`config.mk`:
```
export PLATFORM = sky130hd
export DESIGN_NAME = ifetch_unit_flat
export DESIGN_NICKNAME = d
export VERILOG_FILES = /design/src/rtl/cpu_pkg.sv /design/src/rtl/ifetch_unit_if.sv /design/src/rtl/ifetch_buf.sv /design/src/rtl/ifetch_unit.sv /design/src/flat_wrapper.sv
export SDC_FILE = /design/constraint.sdc
export NUM_CORES = 1
export LEC_CHECK = 0
export BUFFER_PORTS_ARGS = -buffer_cell sky130_fd_sc_hd__clkbuf_2
export CORE_MARGIN = 4
export CORE_UTILIZATION = 59
export CTS_CLUSTER_SIZE = 16
export DETAILED_ROUTE_END_ITERATION = 7
export GPL_TIMING_DRIVEN = 0
export HOLD_SLACK_MARGIN = 0.05
export MAX_ROUTING_LAYER = met4
export PLACE_DENSITY = 0.93
export SLEW_MARGIN = 30
export SYNTH_ARGS = -nofsm -noshare
export SYNTH_HDL_FRONTEND = slang
export SYNTH_SLANG_ARGS = --single-unit
export TNS_END_PERCENT = 50
```
`constraint.sdc`:
```
create_clock -name clk -period 9 [get_ports clk]
set_clock_uncertainty 0.05 [all_clocks]
set_input_delay 0.9 -clock clk [delete_from_list [all_inputs] [get_ports clk]]
set_output_delay 0.9 -clock clk [all_outputs]
set_load 0.02 [all_outputs]
```
`src/rtl/cpu_pkg.sv`:
```
// Shared constants and types for the instruction fetch stage.
// The optional IFETCH_MISALIGN_CHECK_EN build uses the HALT state declared here.
package cpu_pkg;

    localparam int D_WIDTH = 32;
    localparam int A_WIDTH = 32;
    localparam logic [A_WIDTH-1:0] RESET_PC = 32'h0000_0000;
    localparam logic [D_WIDTH-1:0] NOP = 32'h0000_0013;

    typedef enum logic [1:0] {
        IDLE = 2'd0,
        REQ  = 2'd1,
        WAIT = 2'd2,
        HALT = 2'd3
    } fetch_state_t;

    typedef struct packed {
        logic [D_WIDTH-1:0] instr;
        logic [A_WIDTH-1:0] pc;
    } buf_entry_t;

    function automatic logic [A_WIDTH-1:0] next_pc(input logic [A_WIDTH-1:0] pc);
        return pc + A_WIDTH'(4);
    endfunction

endpackage

```
`src/rtl/ifetch_unit_if.sv`:
```
// Instruction memory request/response channel between the fetch stage and memory.
// The fetch stage drives the request side as master; memory is the slave.
interface ifetch_unit_if #(
    parameter int A_WIDTH = cpu_pkg::A_WIDTH,
    parameter int D_WIDTH = cpu_pkg::D_WIDTH
) ();

    logic               imem_req_valid;
    logic               imem_req_ready;
    logic [A_WIDTH-1:0] imem_req_addr;
    logic               imem_rsp_valid;
    logic [D_WIDTH-1:0] imem_rsp_data;

    modport master (
        output imem_req_valid,
        output imem_req_addr,
        input  imem_req_ready,
        input  imem_rsp_valid,
        input  imem_rsp_data
    );

    modport slave (
        input  imem_req_valid,
        input  imem_req_addr,
        output imem_req_ready,
        output imem_rsp_valid,
        output imem_rsp_data
    );

endinterface

```
`src/rtl/ifetch_buf.sv`:
```
// Small synchronous FIFO holding fetched {instr, pc} entries ahead of the instruction register.
// Push and pop in the same cycle are accepted even when full; flush empties it in one cycle.
module ifetch_buf #(
    parameter type entry_t = cpu_pkg::buf_entry_t,
    parameter int  DEPTH   = 2
) (
    input  logic                     clk,
    input  logic                     rst_n,
    input  logic                     push,
    input  entry_t                   push_data,
    input  logic                     pop,
    input  logic                     flush,
    output entry_t                   head,
    output logic [$clog2(DEPTH):0]   count,
    output logic                     full,
    output logic                     empty
);

    localparam int PTR_W = $clog2(DEPTH);
    localparam int CNT_W = PTR_W + 1;

    entry_t             mem [DEPTH];
    logic [PTR_W-1:0]   rd_ptr;
    logic [PTR_W-1:0]   wr_ptr;
    logic [CNT_W-1:0]   cnt;
    logic               do_push;
    logic               do_pop;

    assign empty   = (cnt == '0);
    assign full    = (cnt == CNT_W'(DEPTH));
    assign do_pop  = pop && !empty;
    assign do_push = push && (!full || do_pop);
    assign head    = mem[rd_ptr];
    assign count   = cnt;

    // DEPTH is a power of two, so the pointers wrap naturally.
    always_ff @(posedge clk or negedge rst_n) begin
        if (!rst_n) begin
            rd_ptr <= '0;
            wr_ptr <= '0;
            cnt    <= '0;
        end else if (flush) begin
            rd_ptr <= '0;
            wr_ptr <= '0;
            cnt    <= '0;
        end else begin
            if (do_push) begin
                wr_ptr <= wr_ptr + PTR_W'(1);
            end
            if (do_pop) begin
                rd_ptr <= rd_ptr + PTR_W'(1);
            end
            cnt <= cnt + CNT_W'(do_push) - CNT_W'(do_pop);
        end
    end

    always_ff @(posedge clk) begin
        if (do_push && !flush) begin
            mem[wr_ptr] <= push_data;
        end
    end

endmodule

```
`src/rtl/ifetch_unit.sv`:
```
// Fetch stage: owns the PC, keeps one request outstanding and buffers responses for the IR.
// Define IFETCH_MISALIGN_CHECK_EN to trap misaligned redirects (fetch_misalign + HALT).
module ifetch_unit #(
    parameter int                 D_WIDTH   = cpu_pkg::D_WIDTH,
    parameter int                 A_WIDTH   = cpu_pkg::A_WIDTH,
    parameter logic [A_WIDTH-1:0] RESET_PC  = cpu_pkg::RESET_PC,
    parameter int                 BUF_DEPTH = 2
) (
    input  logic                 clk,
    input  logic                 rst_n,
    ifetch_unit_if.master        imem,
    input  logic                 redirect_valid,
    input  logic [A_WIDTH-1:0]   redirect_pc,
    input  logic                 stall,
    output logic [D_WIDTH-1:0]   isu,
    output logic                 ir_en,
    output logic [A_WIDTH-1:0]   pc_out
`ifdef IFETCH_MISALIGN_CHECK_EN
    ,
    output logic                 fetch_misalign
`endif
);

    import cpu_pkg::*;

    localparam int CNT_W = $clog2(BUF_DEPTH) + 1;

    typedef struct packed {
        logic [D_WIDTH-1:0] instr;
        logic [A_WIDTH-1:0] pc;
    } entry_t;

    fetch_state_t       state_q;
    fetch_state_t       state_d;
    logic [A_WIDTH-1:0] pc_q;
    logic [A_WIDTH-1:0] pc_d;
    logic [A_WIDTH-1:0] req_pc_q;
    logic [A_WIDTH-1:0] req_pc_d;
    logic               drop_q;
    logic               drop_d;
    logic [A_WIDTH-1:0] target_pc;
    logic               misalign_hit;
    logic               req_valid;
    logic               accepted;
    logic               can_issue;
    logic [CNT_W-1:0]   free_slots;

    logic               buf_push;
    logic               buf_pop;
    logic               buf_flush;
    logic               buf_full;
    logic               buf_empty;
    logic [CNT_W-1:0]   buf_count;
    entry_t             buf_head;
    entry_t             buf_wdata;

`ifdef IFETCH_MISALIGN_CHECK_EN
    assign target_pc    = redirect_pc;
    assign misalign_hit = redirect_valid && (redirect_pc[1:0] != 2'b00);
`else
    assign target_pc    = redirect_pc & ~A_WIDTH'(3);
    assign misalign_hit = 1'b0;
`endif

    // The slot of an in-flight request is already spoken for.
    assign free_slots = CNT_W'(BUF_DEPTH) - buf_count - CNT_W'(state_q == WAIT);
    assign can_issue  = (free_slots != '0);
    assign accepted   = req_valid && imem.imem_req_ready;

    always_comb begin
        state_d   = state_q;
        pc_d      = pc_q;
        req_pc_d  = req_pc_q;
        drop_d    = drop_q;
        req_valid = 1'b0;
        buf_push  = 1'b0;
        buf_flush = 1'b0;

        case (state_q)
            IDLE: begin
                state_d = REQ;
            end
            REQ: begin
                req_valid = can_issue;
                if (req_valid && imem.imem_req_ready) begin
                    pc_d     = next_pc(pc_q);
                    req_pc_d = pc_q;
                    state_d  = WAIT;
                end
            end
            WAIT: begin
                if (imem.imem_rsp_valid) begin
                    buf_push = !drop_q && (!buf_full || buf_pop);
                    drop_d   = 1'b0;
                    state_d  = REQ;
                end
            end
            HALT: begin
                state_d = HALT;
            end
            default: begin
                state_d = IDLE;
            end
        endcase

        // A redirect overrides everything above; a request already in memory is
        // marked so that its response is thrown away when it arrives.
        if (redirect_valid) begin
            buf_flush = 1'b1;
            buf_push  = 1'b0;
            pc_d      = target_pc;
            if (misalign_hit || state_q == HALT) begin
                state_d = HALT;
                drop_d  = 1'b0;
            end else begin
                case (state_q)
                    REQ: begin
                        if (accepted) begin
                            drop_d  = 1'b1;
                            state_d = WAIT;
                        end else begin
                            state_d = IDLE;
                        end
                    end
                    WAIT: begin
                        if (imem.imem_rsp_valid) begin
                            drop_d  = 1'b0;
                            state_d = REQ;
                        end else begin
                            drop_d  = 1'b1;
                            state_d = WAIT;
                        end
                    end
                    default: begin
                        state_d = REQ;
                    end
                endcase
            end
        end
    end

    always_ff @(posedge clk or negedge rst_n) begin
        if (!rst_n) begin
            state_q  <= IDLE;
            pc_q     <= RESET_PC;
            req_pc_q <= RESET_PC;
            drop_q   <= 1'b0;
        end else begin
            state_q  <= state_d;
            pc_q     <= pc_d;
            req_pc_q <= req_pc_d;
            drop_q   <= drop_d;
        end
    end

`ifdef IFETCH_MISALIGN_CHECK_EN
    always_ff @(posedge clk or negedge rst_n) begin
        if (!rst_n) begin
            fetch_misalign <= 1'b0;
        end else if (misalign_hit) begin
            fetch_misalign <= 1'b1;
        end
    end
`endif

    assign buf_wdata.instr = imem.imem_rsp_data;
    assign buf_wdata.pc    = req_pc_q;

    ifetch_buf #(
        .entry_t (entry_t),
        .DEPTH   (BUF_DEPTH)
    ) u_buf (
        .clk       (clk),
        .rst_n     (rst_n),
        .push      (buf_push),
        .push_data (buf_wdata),
        .pop       (buf_pop),
        .flush     (buf_flush),
        .head      (buf_head),
        .count     (buf_count),
        .full      (buf_full),
        .empty     (buf_empty)
    );

    assign imem.imem_req_valid = req_valid;
    assign imem.imem_req_addr  = pc_q;

    assign ir_en   = !buf_empty && !stall && !redirect_valid;
    assign buf_pop = ir_en;
    assign isu     = buf_empty ? '0 : buf_head.instr;
    assign pc_out  = buf_empty ? '0 : buf_head.pc;

endmodule

```
`src/flat_wrapper.sv`:
```
// flat-port wrapper written by rule: the top's interface ports become plain ports
module ifetch_unit_flat import cpu_pkg::*;
#(
    parameter int                 D_WIDTH   = cpu_pkg::D_WIDTH,
    parameter int                 A_WIDTH   = cpu_pkg::A_WIDTH,
    parameter logic [A_WIDTH-1:0] RESET_PC  = cpu_pkg::RESET_PC,
    parameter int                 BUF_DEPTH = 2
)
  (clk, rst_n, redirect_valid, redirect_pc, stall, isu, ir_en, pc_out, imem_imem_req_valid, imem_imem_req_addr, imem_imem_req_ready, imem_imem_rsp_valid, imem_imem_rsp_data);
  ifetch_unit_if #(.A_WIDTH(A_WIDTH), .D_WIDTH(D_WIDTH)) imem_i ();
  input  logic clk;
  input  logic rst_n;
  input  logic redirect_valid;
  input  logic [A_WIDTH-1:0] redirect_pc;
  input  logic stall;
  output logic [D_WIDTH-1:0] isu;
  output logic ir_en;
  output logic [A_WIDTH-1:0] pc_out;
  output wire logic [$bits(imem_i.imem_req_valid)-1:0] imem_imem_req_valid;
  output wire logic [$bits(imem_i.imem_req_addr)-1:0] imem_imem_req_addr;
  input wire logic [$bits(imem_i.imem_req_ready)-1:0] imem_imem_req_ready;
  input wire logic [$bits(imem_i.imem_rsp_valid)-1:0] imem_imem_rsp_valid;
  input wire logic [$bits(imem_i.imem_rsp_data)-1:0] imem_imem_rsp_data;
  assign imem_imem_req_valid = imem_i.imem_req_valid;
  assign imem_imem_req_addr = imem_i.imem_req_addr;
  assign imem_i.imem_req_ready = imem_imem_req_ready;
  assign imem_i.imem_rsp_valid = imem_imem_rsp_valid;
  assign imem_i.imem_rsp_data = imem_imem_rsp_data;
  ifetch_unit #(.D_WIDTH(D_WIDTH), .A_WIDTH(A_WIDTH), .RESET_PC(RESET_PC), .BUF_DEPTH(BUF_DEPTH)) u_core (.clk(clk), .rst_n(rst_n), .imem(imem_i), .redirect_valid(redirect_valid), .redirect_pc(redirect_pc), .stall(stall), .isu(isu), .ir_en(ir_en), .pc_out(pc_out));
endmodule
```
==> results.txt <==
* I/O pin count: 168
* Count of input and output buffers: 161
- The via count of the first global-routing pass came to 5772.
- Number of flops mapped to enable cells by yosys: 124
- For this run, asynchronously set or reset flops after synthesis account for 0.351.
- The setup path with the least slack is of type in2out.
* Number of buffers added by the clock tree synthesis step: 17
* CORE AREA: 0.0134 mm2
- Slowest-stage cell, CP: sky130_fd_sc_hd__buf_1
- Initial drt markers: 655
- Source-to-sink clock delay at the later pin of the worst-skew pair: 0.43 ns
- Dividing total power by cell area gives a power density of 243 mW/mm2.
- Final cell area excluding filler cells: 0.00999 mm2
- Entering global routing, the biggest net connects 36 pins.
- For the pin with the worst max-slew slack, the measured transition is 0.874 ns.
- Syn. warnings: 0
- Gates resized, CTS repair: 0
* First-pass detailed-route iteration total: 5
* Final setup viols: 0
- Clock Sink Count: 191
- In the finished design, the share of the clock period the worst path needs comes to 0.398.
* Cell area reported after detailed placement: 0.00942 mm2
* Status: completed
- In this run the deepest clock path goes through 2 buffers.
* Cell-by-cell trace of the critical path: clkbuf_2, clkbuf_1, clkbuf_1, buf_1, nor3_1, clkbuf_2
* Routed Wire Length: 19000 um
- Die Area: 0.0158 mm2
* Summed negative setup slack over all endpoints: 0 ns
- For this run, the register share of the synthesized area comes to 0.660.
- Derived from the worst setup path, the maximum achievable clock frequency is 0.279 GHz.
* Cell count after synthesis: 612
- Prior to clock tree synthesis, the placed netlist has a worst setup slack of 5.49 ns.
* Final setup margin: 5.41 ns
- The floorplan has 42 rows.
- R2r startpoint: u_core.state_q[0]
- The die is 126 um tall.
- Critical Path End Type: output pin
* Detailed-route via count: 5790
* Wire length of the first global-routing pass: 30400 um
* Cells after DPL: 959
- Number of buffers added to fix hold violations after cts: 0
- In the routed design, unresolved DRC markers number 0.
* Static Leak: 3.83 nW
* Multi-input logic area: 0.00259 mm2
* Hold violation total from the final report: 0
- Number of max-cap violations: 0
- TritonCTS built the clock tree.
- The largest single stage delay on the critical path is 0.49 ns.
* Startpoint type of the worst setup path: primary input
- Effective utilization at floorplan: 0.610
- At the worst endpoint, the arrival time is 2.64 ns.
- For the finished layout, the period the worst path requires is 3.59 ns.
- Grouping stages by cell kind, the critical path spends the most delay in buffers and inverters.
* Number of buffers and inverters on the critical path: 5
- Layout cell share with drive strength beyond 1: 0.294
* Post-synthesis instance area: 0.00818 mm2
* Signed area change from the synthesized netlist to the final layout: 22.2%
- Overall global routing resource usage: 0.253
* Unrepaired setup endpoints after global routing: false
- The path class of the tightest hold or removal check is in2async.
- Antenna Cells: 0
- The initial antenna violation count is 0.
- Max-slew violation count: 0
- Following the worst setup path forward leads to its endpoint at ir_en.
* Antenna Nets Post-Route: 0
* Mean routed wirelength per cell: 19.2 um
* R2r worst-path depth: 8
* Worst setup slack for register-to-register paths: 6.00 ns
- FF+latch count, synth: 191
- Routability cong.: 0.872
* Vias per cell: 5.84
* Setup crit start: redirect_valid
- The sequential cells in the finished layout cover a total of 0.00540 mm2.
- Mean instance size in the synthesized netlist: 13.4 um2
* Largest driver fanout on the critical path: 10
- Detailed placement finished with a half-perimeter wire length of 13500 um.
- Logic depth of the worst path, buffers included: 6
- For this run the aggregate overflow at the end of global routing stands at 0.
- For the worst setup path, the data required time is 8.05 ns.
* Total number of H-tree levels: 4
- In the layout the commonest cells are 162 x sky130_fd_sc_hd__clkbuf_2, 124 x sky130_fd_sc_hd__edfxtp_1, 86 x sky130_fd_sc_hd__nor2_1.
- The library cell used most frequently in the layout, excluding fill and tap cells, is sky130_fd_sc_hd__clkbuf_2.
* Distinct cell type count after synthesis: 51
- Die width: 126 um
- Headroom to the max-slew limit came out at 0.417.
* Crit Reg-Reg Endpoint: u_core.req_pc_q[7]
- Counting the fill cells in the layout gives 889.
- In this run the clock root is driven by a sky130_fd_sc_hd__clkbuf_16.
- Net count reported at finish: 880
- Clock transition at path regs: 0.07 ns
- Post-CTS setup buffers: 0
- Among all flip-flop cells after synthesis, the most frequent one is sky130_fd_sc_hd__edfxtp_1.
- VDD sags by at most 0.000143 V.
- The finished layout holds 991 standard cells, fillers aside.
worst min path at each step:
stage                              from                       to  slack (ns)  depth (start not counted)
global route                      rst_n       u_core.req_pc_q[6]        0.43                          1
global placement    u_core.req_pc_q[13]  u_core.u_buf.mem[0][13]        0.39                          0
CTS                               rst_n      u_core.req_pc_q[12]        0.41                          1
finish                            rst_n       u_core.req_pc_q[7]        0.40                          1
detailed placement   u_core.req_pc_q[6]   u_core.u_buf.mem[1][6]        0.40                          0
floorplan           u_core.req_pc_q[10]  u_core.u_buf.mem[0][10]        0.39                          0
stage by stage:
| step | util | total power, W | hold slack (ns) |
|---|---|---|---|
| floorplan | - | 0.00153 | 0.387 |
| global placement | 0.688 | 0.00167 | 0.395 |
| detailed placement | 0.703 | 0.00172 | 0.400 |
| CTS | 0.746 | 0.00244 | 0.407 |
| global route | 0.746 | 0.00254 | 0.431 |
| finish | 0.746 | 0.00243 | 0.397 |
report_power, final:
part	total (W)	leakage, nW	internal (W)	switching [W]
Sequential	0.00118	1.89	0.00109	0.0000896
Combinational	0.000530	1.66	0.000213	0.000317
Clock	0.000723	0.285	0.000407	0.000316
registers in the layout, indices dropped and copies added, names as in the netlist:
register                   count
u_core.u_buf.rd_ptr            1
u_core.imem.imem_req_addr     30
u_core.u_buf.count             2
u_core.drop_q                  1
u_core.u_buf.mem             124
u_core.u_buf.wr_ptr            1
u_core.state_q                 2
u_core.req_pc_q               30
kinds of logic (layout without fill, tap and decap cells):
logic type | count (synthesis) | count (layout) | synth area share
flops | 191 | 191 | 0.660
simple gates | 180 | 180 | 0.108
mux | 91 | 91 | 0.115
xor+xnor | 12 | 12 | 0.0138
other cells | 1 | 4 | 0.000458
fa+ha+maj | 8 | 8 | 0.0122
compound gates | 79 | 79 | 0.0636
buf+inv | 50 | 250 | 0.0262
cell usage after synthesis (all sizes together), types with 12 or more instances:
| master | n | area share |
|---|---|---|
| mux2i | 64 | 0.078 |
| dfrtp | 67 | 0.20 |
| nor2 | 88 | 0.040 |
| o31ai | 12 | 0.011 |
| mux2 | 27 | 0.037 |
| clkbuf | 26 | 0.012 |
| buf | 13 | 0.0089 |
| a31oi | 18 | 0.014 |
| o21ai | 25 | 0.015 |
| or4 | 17 | 0.016 |
| nand2 | 21 | 0.0096 |
| edfxtp | 124 | 0.46 |
routing by layer:
layer	vias to the layer above	wire length, um	part of all wire	track usage
met1	2811	7550	0.40	0.317
met5	-	0	0	-
met4	0	423	0.022	0.0877
met3	39	1390	0.073	0.0559
met2	287	9640	0.51	0.414
li1	2653	-	-	-
final cells by class:
type                       instances  area share
sequential                       191       0.540
multi-input combinational        374       0.259
timing repair buffer             168      0.0994
clock buffer                      21      0.0472
tap                              176      0.0220
buffer                            39      0.0173
clock inverter                    11      0.0103
inverter                          11     0.00413
No activity file was read; power rests on OpenSTA's default activity.
